<file path="src/rtl/fractaski_pkg.sv">
// Shared types and defaults for the Fractaski tile dispatch logic.
// Contents: dispatcher state enum, default core/tile counts, index-width helper.
package fractaski_pkg;

    localparam int unsigned DEF_NUM_CORES = 16;
    localparam int unsigned DEF_NUM_TILES = 64;

    typedef enum logic [1:0] {
        IDLE     = 2'd0,
        DISPATCH = 2'd1,
        DRAIN    = 2'd2,
        DONE     = 2'd3
    } tile_disp_state_e;

    // Index width for n items, never below one bit.
    function automatic int unsigned idx_w(input int unsigned n);
        return (n <= 1) ? 1 : $clog2(n);
    endfunction

endpackage

</file>
<file path="src/rtl/tile_dispatcher_rr_arbiter.sv">
// Combinational round-robin arbiter.
// Ports:
//   req     - request vector, one bit per requester
//   ptr     - index where the search starts (highest priority this cycle)
//   gnt     - one-hot grant (all zero when nothing requests)
//   gnt_idx - binary index of the granted requester
//   valid   - a grant was found
module rr_arbiter
    import fractaski_pkg::*;
#(
    parameter int unsigned N = 4,
    localparam int unsigned IDX_W = idx_w(N)
) (
    input  logic [N-1:0]     req,
    input  logic [IDX_W-1:0] ptr,
    output logic [N-1:0]     gnt,
    output logic [IDX_W-1:0] gnt_idx,
    output logic             valid
);

    // Scan N positions starting at ptr, wrapping modulo N; first hit wins.
    always_comb begin
        logic [IDX_W-1:0] k;
        gnt     = '0;
        gnt_idx = '0;
        valid   = 1'b0;
        k       = '0;
        for (int unsigned i = 0; i < N; i++) begin
            k = IDX_W'((32'(ptr) + i) % N);
            if (!valid && req[k]) begin
                valid   = 1'b1;
                gnt_idx = k;
                gnt[k]  = 1'b1;
            end
        end
    end

endmodule

</file>
<file path="src/rtl/tile_dispatcher.sv">
// Demand-driven tile dispatcher: issues frame tile indices one per cycle to
// requesting cores in round-robin order, tracks unretired tiles per core and
// pulses frame completion once every tile is issued and retired.
// Ports:
//   clk, reset      - core clock, asynchronous active-low reset
//   i_start         - start-of-frame pulse (honoured only while idle)
//   i_core_req      - per-core level request for a tile
//   i_core_done     - per-core one-cycle retire pulse
//   o_core_grant    - one-hot grant pulse
//   o_tile_id       - tile index, valid in the grant cycle
//   o_core_busy     - per-core "holds an unretired tile"
//   o_busy          - dispatcher not idle
//   o_frame_done    - one-cycle frame completion pulse
//   o_frame_cycles  - DISPATCH+DRAIN cycle count of the last completed frame
//                     (present only when TILE_DISPATCH_PERF_EN is defined)
module tile_dispatcher
    import fractaski_pkg::*;
#(
    parameter int unsigned NUM_CORES = DEF_NUM_CORES,
    parameter int unsigned NUM_TILES = DEF_NUM_TILES,
    parameter int unsigned TILE_W    = idx_w(NUM_TILES)
) (
    input  logic                 clk,
    input  logic                 reset,
    input  logic                 i_start,
    input  logic [NUM_CORES-1:0] i_core_req,
    input  logic [NUM_CORES-1:0] i_core_done,
    output logic [NUM_CORES-1:0] o_core_grant,
    output logic [TILE_W-1:0]    o_tile_id,
    output logic [NUM_CORES-1:0] o_core_busy,
    output logic                 o_busy,
    output logic                 o_frame_done
`ifdef TILE_DISPATCH_PERF_EN
    ,
    output logic [31:0]          o_frame_cycles
`endif
);

    localparam int unsigned CNT_W = $clog2(NUM_TILES + 1);
    localparam int unsigned IDX_W = idx_w(NUM_CORES);

    tile_disp_state_e state, state_nxt;

    logic [CNT_W-1:0]     next_tile;
    logic [IDX_W-1:0]     ptr;
    logic [NUM_CORES-1:0] done_eff;
    logic [NUM_CORES-1:0] eligible;
    logic [NUM_CORES-1:0] busy_ret;
    logic [NUM_CORES-1:0] busy_nxt;
    logic [NUM_CORES-1:0] arb_gnt;
    logic [IDX_W-1:0]     arb_idx;
    logic                 arb_valid;
    logic                 issue;
    logic                 tiles_left;

    // Retire pulses count everywhere except idle.
    assign done_eff = (state != IDLE) ? i_core_done : '0;

    // Busy cores and the core granted last cycle are excluded, so a late
    // request drop can never earn a second tile.
    assign eligible = (state == DISPATCH) ? (i_core_req & ~o_core_busy & ~o_core_grant) : '0;

    assign tiles_left = (next_tile != CNT_W'(NUM_TILES));

    rr_arbiter #(
        .N(NUM_CORES)
    ) u_arb (
        .req     (eligible),
        .ptr     (ptr),
        .gnt     (arb_gnt),
        .gnt_idx (arb_idx),
        .valid   (arb_valid)
    );

    // Busy vector after this cycle's retires, and after this cycle's grant.
    assign busy_ret = o_core_busy & ~done_eff;
    assign busy_nxt = busy_ret | (issue ? arb_gnt : '0);

    // State register.
    always_ff @(posedge clk or negedge reset) begin
        if (!reset) begin
            state <= IDLE;
        end else begin
            state <= state_nxt;
        end
    end

    // Next-state and grant decision.
    always_comb begin
        state_nxt = state;
        issue     = 1'b0;
        unique case (state)
            IDLE: begin
                if (i_start) state_nxt = DISPATCH;
            end
            DISPATCH: begin
                if (!tiles_left) state_nxt = DRAIN;
                else             issue     = arb_valid;
            end
            DRAIN: begin
                // Uses post-retire busy so DONE follows the last retire by one cycle.
                if (busy_ret == '0) state_nxt = DONE;
            end
            DONE: begin
                state_nxt = IDLE;
            end
            default: begin
                state_nxt = IDLE;
            end
        endcase
    end

    // Tile counter, arbitration pointer and registered outputs.
    always_ff @(posedge clk or negedge reset) begin
        if (!reset) begin
            next_tile    <= '0;
            ptr          <= '0;
            o_core_grant <= '0;
            o_tile_id    <= '0;
            o_core_busy  <= '0;
            o_busy       <= 1'b0;
            o_frame_done <= 1'b0;
        end else begin
            o_core_grant <= issue ? arb_gnt : '0;
            o_tile_id    <= issue ? TILE_W'(next_tile) : '0;
            o_core_busy  <= busy_nxt;
            o_busy       <= (state_nxt != IDLE);
            o_frame_done <= (state_nxt == DONE);

            if (state == IDLE && i_start) begin
                next_tile <= '0;
            end else if (issue) begin
                next_tile <= next_tile + CNT_W'(1);
            end

            // Next search begins just after the core granted now.
            if (issue) begin
                ptr <= (arb_idx == IDX_W'(NUM_CORES - 1)) ? '0 : arb_idx + IDX_W'(1);
            end
        end
    end

`ifdef TILE_DISPATCH_PERF_EN
    logic [31:0] frame_cnt, frame_cnt_nxt;

    // Saturating count of DISPATCH+DRAIN cycles, including the current one.
    always_comb begin
        frame_cnt_nxt = frame_cnt;
        if (state == IDLE && i_start) begin
            frame_cnt_nxt = '0;
        end else if ((state == DISPATCH || state == DRAIN) && frame_cnt != 32'hFFFF_FFFF) begin
            frame_cnt_nxt = frame_cnt + 32'd1;
        end
    end

    always_ff @(posedge clk or negedge reset) begin
        if (!reset) begin
            frame_cnt      <= '0;
            o_frame_cycles <= '0;
        end else begin
            frame_cnt <= frame_cnt_nxt;
            if (state_nxt == DONE) o_frame_cycles <= frame_cnt_nxt;
        end
    end
`endif

endmodule

</file>
<file path="config.mk">
export PLATFORM = sky130hd
export DESIGN_NAME = tile_dispatcher
export DESIGN_NICKNAME = d
export VERILOG_FILES = /design/src/rtl/fractaski_pkg.sv /design/src/rtl/tile_dispatcher_rr_arbiter.sv /design/src/rtl/tile_dispatcher.sv
export SDC_FILE = /design/constraint.sdc
export NUM_CORES = 1
export LEC_CHECK = 0
export ABC_AREA = 1
export CORE_ASPECT_RATIO = 0.8
export CORE_MARGIN = 2
export CORE_UTILIZATION = 55
export CTS_BUF_LIST = sky130_fd_sc_hd__clkbuf_2
export DETAILED_ROUTE_END_ITERATION = 10
export PLACE_DENSITY = 0.78
export SLEW_MARGIN = 0
export SYNTH_ARGS = -nofsm -noshare
export SYNTH_HDL_FRONTEND = slang
export SYNTH_HIERARCHICAL = 1
export SYNTH_SLANG_ARGS = --single-unit
export TNS_END_PERCENT = 1
</file>
<file path="constraint.sdc">
create_clock -name clk -period 4.4 [get_ports clk]
set_input_delay 0.66 -clock clk [delete_from_list [all_inputs] [get_ports clk]]
set_output_delay 0.66 -clock clk [all_outputs]
set_load 0.03 [all_outputs]
</file>
== After elaboration in Yosys (flattened, before gate mapping) ==
Index checks and enable logic that the tools add are counted.
W data, S select, Z words.

* Reduce and logical (&&, ||, !) cells: 52
* Equal/unequal tests: 6
* Add/subtract/negate cells: 17
* Bitwise gates (word level): 22
* Multiplexer cells: 125
* $lt $le $gt $ge: 32

{| class="wikitable"
|+ Operators with widths
! operator !! count
|-
| $mux W16 || 19
|-
| $or A16 B16 Y16 || 16
|-
| $lt A4 B5 Y1 const B || 16
|-
| $mux W4 || 17
|-
| $bmux W1 S4 || 16
|-
| $demux W1 S4 || 16
|-
| $ge A4 B1 Y1 const B || 16
|-
| $mux W1 || 50
|-
| $and A16 B16 Y16 || 3
|-
| $not A16 Y16 || 3
|-
| $add A4 B4 Y4 const B || 8
|-
| $logic_and A1 B1 Y1 || 32
|-
| $add A4 B3 Y4 const B || 4
|-
| $logic_not A16 Y1 || 1
|-
| $logic_not A1 Y1 || 15
|-
| $mux W7 || 2
|-
| $add A4 B1 Y4 const B || 2
|-
| $add A4 B2 Y4 const B || 2
|-
| $pmux W2 S4 || 1
|-
| $add A7 B1 Y7 const B || 1
|-
| $ne A7 B7 Y1 const B || 1
|-
| $eq A2 B2 Y1 const B || 3
|-
| $mux W2 || 3
|-
| $mux W6 || 1
|-
| other kinds (4) || 6
|}

* Input port bits: 35
* Bits in registers: 53

== Logic depth before layout (Yosys ltp) ==
* Depth after elaboration: 56
* Mapped depth: 29
* Mapped depth without buffers: 27

== Cells and area by module ==
Netlist, hierarchy kept.

{| class="wikitable"
|+ Modules (own cells, without submodules)
! module !! cells each !! instances !! seq. area each (µm²) !! area each (µm²)
|-
| rr_arbiter || 1045 || 1 || 0.0 || 4832.1
|-
| tile_dispatcher || 290 || 1 || 1326.3 || 2477.4
|}

== Least setup slack after synthesis ==
OpenSTA, ideal clock, no wires.

* Path kind: register to register
* Start point: register ptr[1]
* End point: register ptr[3]
* Arrival: 3568 ps
* Cell stages (with the launch flop): 25
* Path buffers: 3
* Slack: 705 ps
* Clock period less this slack: 3695 ps
* Path through: dfrtp_1 > inv_1 > buf_2 > ha_1 > clkbuf_1 > nand3_1 > nand3_1 > nand2_1 > nand2_1 > nand2_2 > nor2_4 > nand4_2 > nor3_2 > nand4_2 > nor2_2 > nand3_2 > nor3_4 > buf_4 > nand2_1 > nand3_1 > nand3_1 > nand2_1 > inv_1 > o21ai_0 > o21ai_0

* Cells in the longest elaborated chain, start to end: 50
* Elaborated cells between the ends (all ways): 114
* Those cells by class: add/sub: 16; eq/ne: 1; mux: 67; reduce/logical: 30

{| class="wikitable"
|+ Ends and longest elaborated chain
! element !! RTL line !! text
|-
| start, declared || tile_dispatcher.sv:45 || <nowiki>logic [IDX_W-1:0] ptr;</nowiki>
|-
| start signal, assigned || tile_dispatcher.sv:138 || <nowiki>ptr <= (arb_idx == IDX_W'(NUM_CORES - 1)) ? '0 : arb_idx + IDX_W'(1);</nowiki>
|-
| branches (longest 47 deep; another with $add A4 B1 Y4) || - ||
|-
| $mux W4 (*) || tile_dispatcher_rr_arbiter.sv:30 || <nowiki>if (!valid && req[k]) begin</nowiki>
|-
| net arb_idx[2] || tile_dispatcher.sv:51 || <nowiki>logic [IDX_W-1:0] arb_idx;</nowiki>
|-
| $add A4 B1 Y4 or $eq A4 B4 Y1 (tied branches) || tile_dispatcher.sv:138 ||
|-
| $mux W4 (*) || tile_dispatcher.sv:138 ||
|}

Mark *: on every way through the listed nets, which the timed path passes. The select of a mux whose other input is x is not followed.
A chain may end at the register's enable or synchronous reset.

== Worst setup path after layout ==
Same ends and word-level chain as after synthesis.

==> flow_metrics.py <==
metrics = {
    "finish": {
        "syn_to_final_growth_pct": 18.6,
        "n_antenna_cell": 0,
        "final_util": 0.671,
        "finalNetCount": 1453,
        "fillerInstances": 1193,
        "drive_gt1_frac": 0.0998,
    },
    "global_routing": {
        "grt_pass1_wl_um": 47900,
        "grt_max_degree": 54,
        "grt_pass1_vias": 8927,
        "use_met1": 0.591,
        "met3_usage": 0.154,
        "grtUsageTotal": 0.427,
        "antenna_found_initial": 1,
        "met2_usage": 0.592,
        "grt.overflow.total": 0,
        "top_usage_layer": "met2",
    },
    "placed_design": {
        "dpl.hpwl_um": 23200,
        "gp_congestion": 1.10,
        "port_buffers": 74,
    },
    "sta": {
        "finalSetupViolCount": 0,
        "final_max_slew_viol_count": 0,
        "fmax_mhz": 240,
        "skew_ns": 0.0259,
        "fin_crit_sh": 0.945,
        "relSlewSlack": 0.246,
        "tightestPinTransition_ns": 1.12,
        "holdWs_ns": 0.249,
        "finalSetupTns_ns": 0,
        "min_period_ns": 4.16,
        "hold_viol": 0,
    },
    "clock_tree": {
        "clk_pin_slew_ns": 0.27,
        "cts_buffers": 5,
        "cts_max_level": 2,
        "cts_hold_buf": 0,
        "clkLatencyLatePin_ns": 0.47,
        "cts_tree": "built",
        "clock_sinks": 53,
        "clockBufferDepth": 2,
        "clock_tree.root_cell": "clkbuf_2",
    },
    "critical_path": {
        "worst-setup-path-type": "flip-flop to flip-flop",
        "cp_max_fo": 21,
        "critPathRequiredTime_ns": 4.79,
        "start_kind": "flip-flop",
        "crit_path_end_kind": "flip-flop",
        "crit_top_cell": "nand3_1",
        "cp.arrival_ns": 4.55,
        "crit_path_top_delay_cell": "dfrtp_2",
        "path_cells": "inv_1, buf_4, ha_2, inv_1, nand3_1, nand3_1, nand2_1, buf_4, inv_1, buf_12, nand3_1, nand3_1, nor2_1, nand3_1, nor2_1, nand3_1, nor2_1, nand3_1, nor2_1, nand3_1, ha_1, nand3_1, o21ai_0, o21ai_0",
        "critPathMaxStageDelay_ns": 0.53,
    },
    "floorplanning": {
        "dieArea_um2": 14200,
        "die_w_um": 133,
        "io_pins": 75,
        "die_h_um": 107,
        "rows": 37,
        "coreArea_um2": 12900,
        "start_util": 0.566,
    },
    "flow_run": {
        "cap_violations": 0,
    },
    "synth": {
        "synth.avg_cell_area_um2": 5.48,
        "synth-seq-cells": 53,
        "synth_flop_cell": "dfrtp_1",
        "synth_common_cells": "nor2_1 (300), nand2_1 (236), nand3_1 (235)",
        "synthTopCellsByArea": "dfrtp_1 (18%), nand3_1 (16%), nor2_1 (15%), nand2_1 (12%), nand4_1 (9.0%)",
        "seq_area_frac_synth": 0.181,
        "synth_cells": 1335,
        "yosys.area.top_type": "dfrtp_1",
        "synth-edff-count": 0,
        "async_flop_share": 1.00,
        "synth_area_um2": 7310,
        "yosysUniqueCellTypes": 39,
        "yosysTopAreaCellShare": 0.181,
        "yosys_warnings": 6,
        "syn_nets": 1386,
        "yosysMostFrequentCell": "nor2_1",
    },
    "run_status": {
        "run_status": "finished clean",
    },
    "routing": {
        "drt_iter0_markers": 1896,
        "num_vias": 10050,
        "routed_wl_um": 31200,
        "ant_nets": 0,
        "wire_per_inst_um": 19.8,
        "dr.pass1.iters": 8,
        "drcViolationCount": 0,
        "vias_per_cell": 6.37,
    },
    "worst_hold_path": {
        "hp-class": "primary input to async pin",
    },
}
[critical path: cells and delay by family (launching register included)]
family	cells	cell delay (ns)
AND/OR/NAND/NOR	14	1.47
buffers and inverters	6	1.14
adder cells (fa/ha/maj)	2	0.73
flip-flops	1	0.53
AO/OA/AOI/OAI	2	0.23
[per-stage QoR]
step                      instance area [um^2]  setup slack, ns  cells
final                                     8670            0.240   1578
after global placement                    8420          -0.0298   1563
after global routing                      8670          -0.0400   1578
after detailed placement                  8420           -0.101   1563
after floorplan                           7310            0.705   1335
after CTS                                 8490        -0.000536   1571
[layer usage]
| metal | routed length (um) | part of all wire |
|---|---|---|
| met3 | 5120 | 0.16 |
| met5 | 76 | 0.0024 |
| met4 | 1600 | 0.051 |
| met2 | 12200 | 0.39 |
| met1 | 12200 | 0.39 |
[flip-flops by register name (all words and copies together), names as in the netlist]
name,cells
o_core_grant,16
state,2
o_core_busy,16
next_tile,7
o_frame_done,1
o_tile_id,6
o_busy,1
ptr,4
[kinds of logic after synthesis]
kind of cell | Yosys count | share of synthesized area
AOI/OAI and AO/OA | 78 | 0.0604
adders and majority gates | 16 | 0.0274
DFF | 53 | 0.181
and+or+nand+nor | 928 | 0.581
buffers and inverters | 254 | 0.142
xor gates and xnor gates | 6 | 0.00822
[layout by cell type (no fill, tap or decap), drive strengths merged]
| cell type | netlist | layout |
|---|---|---|
| nor2 | 308 | 308 |
| nand2 | 246 | 246 |
| nand3 | 236 | 236 |
| inv | 171 | 168 |
| nand4 | 107 | 107 |
| clkdlybuf4s50 | 0 | 73 |
| buf | 36 | 70 |
| dfrtp | 53 | 53 |
| a21oi | 38 | 38 |
| o21ai | 34 | 34 |
| ha | 16 | 16 |
| nor4 | 15 | 15 |
| nand3b | 7 | 7 |
| clkbuf | 47 | 6 |
| nor3 | 6 | 6 |
| xor2 | 5 | 5 |
| clkinv | 0 | 3 |
| o211ai | 2 | 2 |
| o21a | 2 | 2 |
| o2111ai | 2 | 2 |
| or2 | 2 | 2 |
| xnor2 | 1 | 1 |
| bufinv | 0 | 1 |
| and2 | 1 | 1 |
| clkinvlp | 0 | 1 |
[layout make-up]
class,count,area [um^2],area share
sequential,53,1330,0.153
multi-input combinational,1028,5030,0.580
clock buffer,6,30.0,0.00346
timing repair buffer,143,1370,0.158
tap,175,219,0.0253
inverter,171,664,0.0766
clock inverter,2,33.8,0.00390
[worst paths after layout]
check	startpoint	to	slack (ns)	depth (start not counted)
worst max-delay path	ptr[1]$_DFFE_PN0P_	ptr[3]$_DFFE_PN0P_	0.24	24
worst min register to register	next_tile[6]$_DFFE_PN0P_	next_tile[6]$_DFFE_PN0P_	0.55	2
max in group asynchronous	reset	ptr[1]$_DFFE_PN0P_	3.65	2
min in group clk	next_tile[6]$_DFFE_PN0P_	next_tile[6]$_DFFE_PN0P_	0.55	2
worst max register to register	ptr[1]$_DFFE_PN0P_	ptr[3]$_DFFE_PN0P_	0.24	24
worst min-delay path	reset	o_core_grant[5]$_DFF_PN0_	0.25	2
[timing repair]
item / CTS / global route
setup buffers: 0 / 7
resized for setup: 2 / 19
pin swaps: 0 / 3
hold endpoints to repair: 0 / 0
endpoints found under the setup margin: 5 / 49
Power is left out: the tool's default activity adds up to more than one toggle a clock period on the data nets, which glitch-free logic cannot reach.
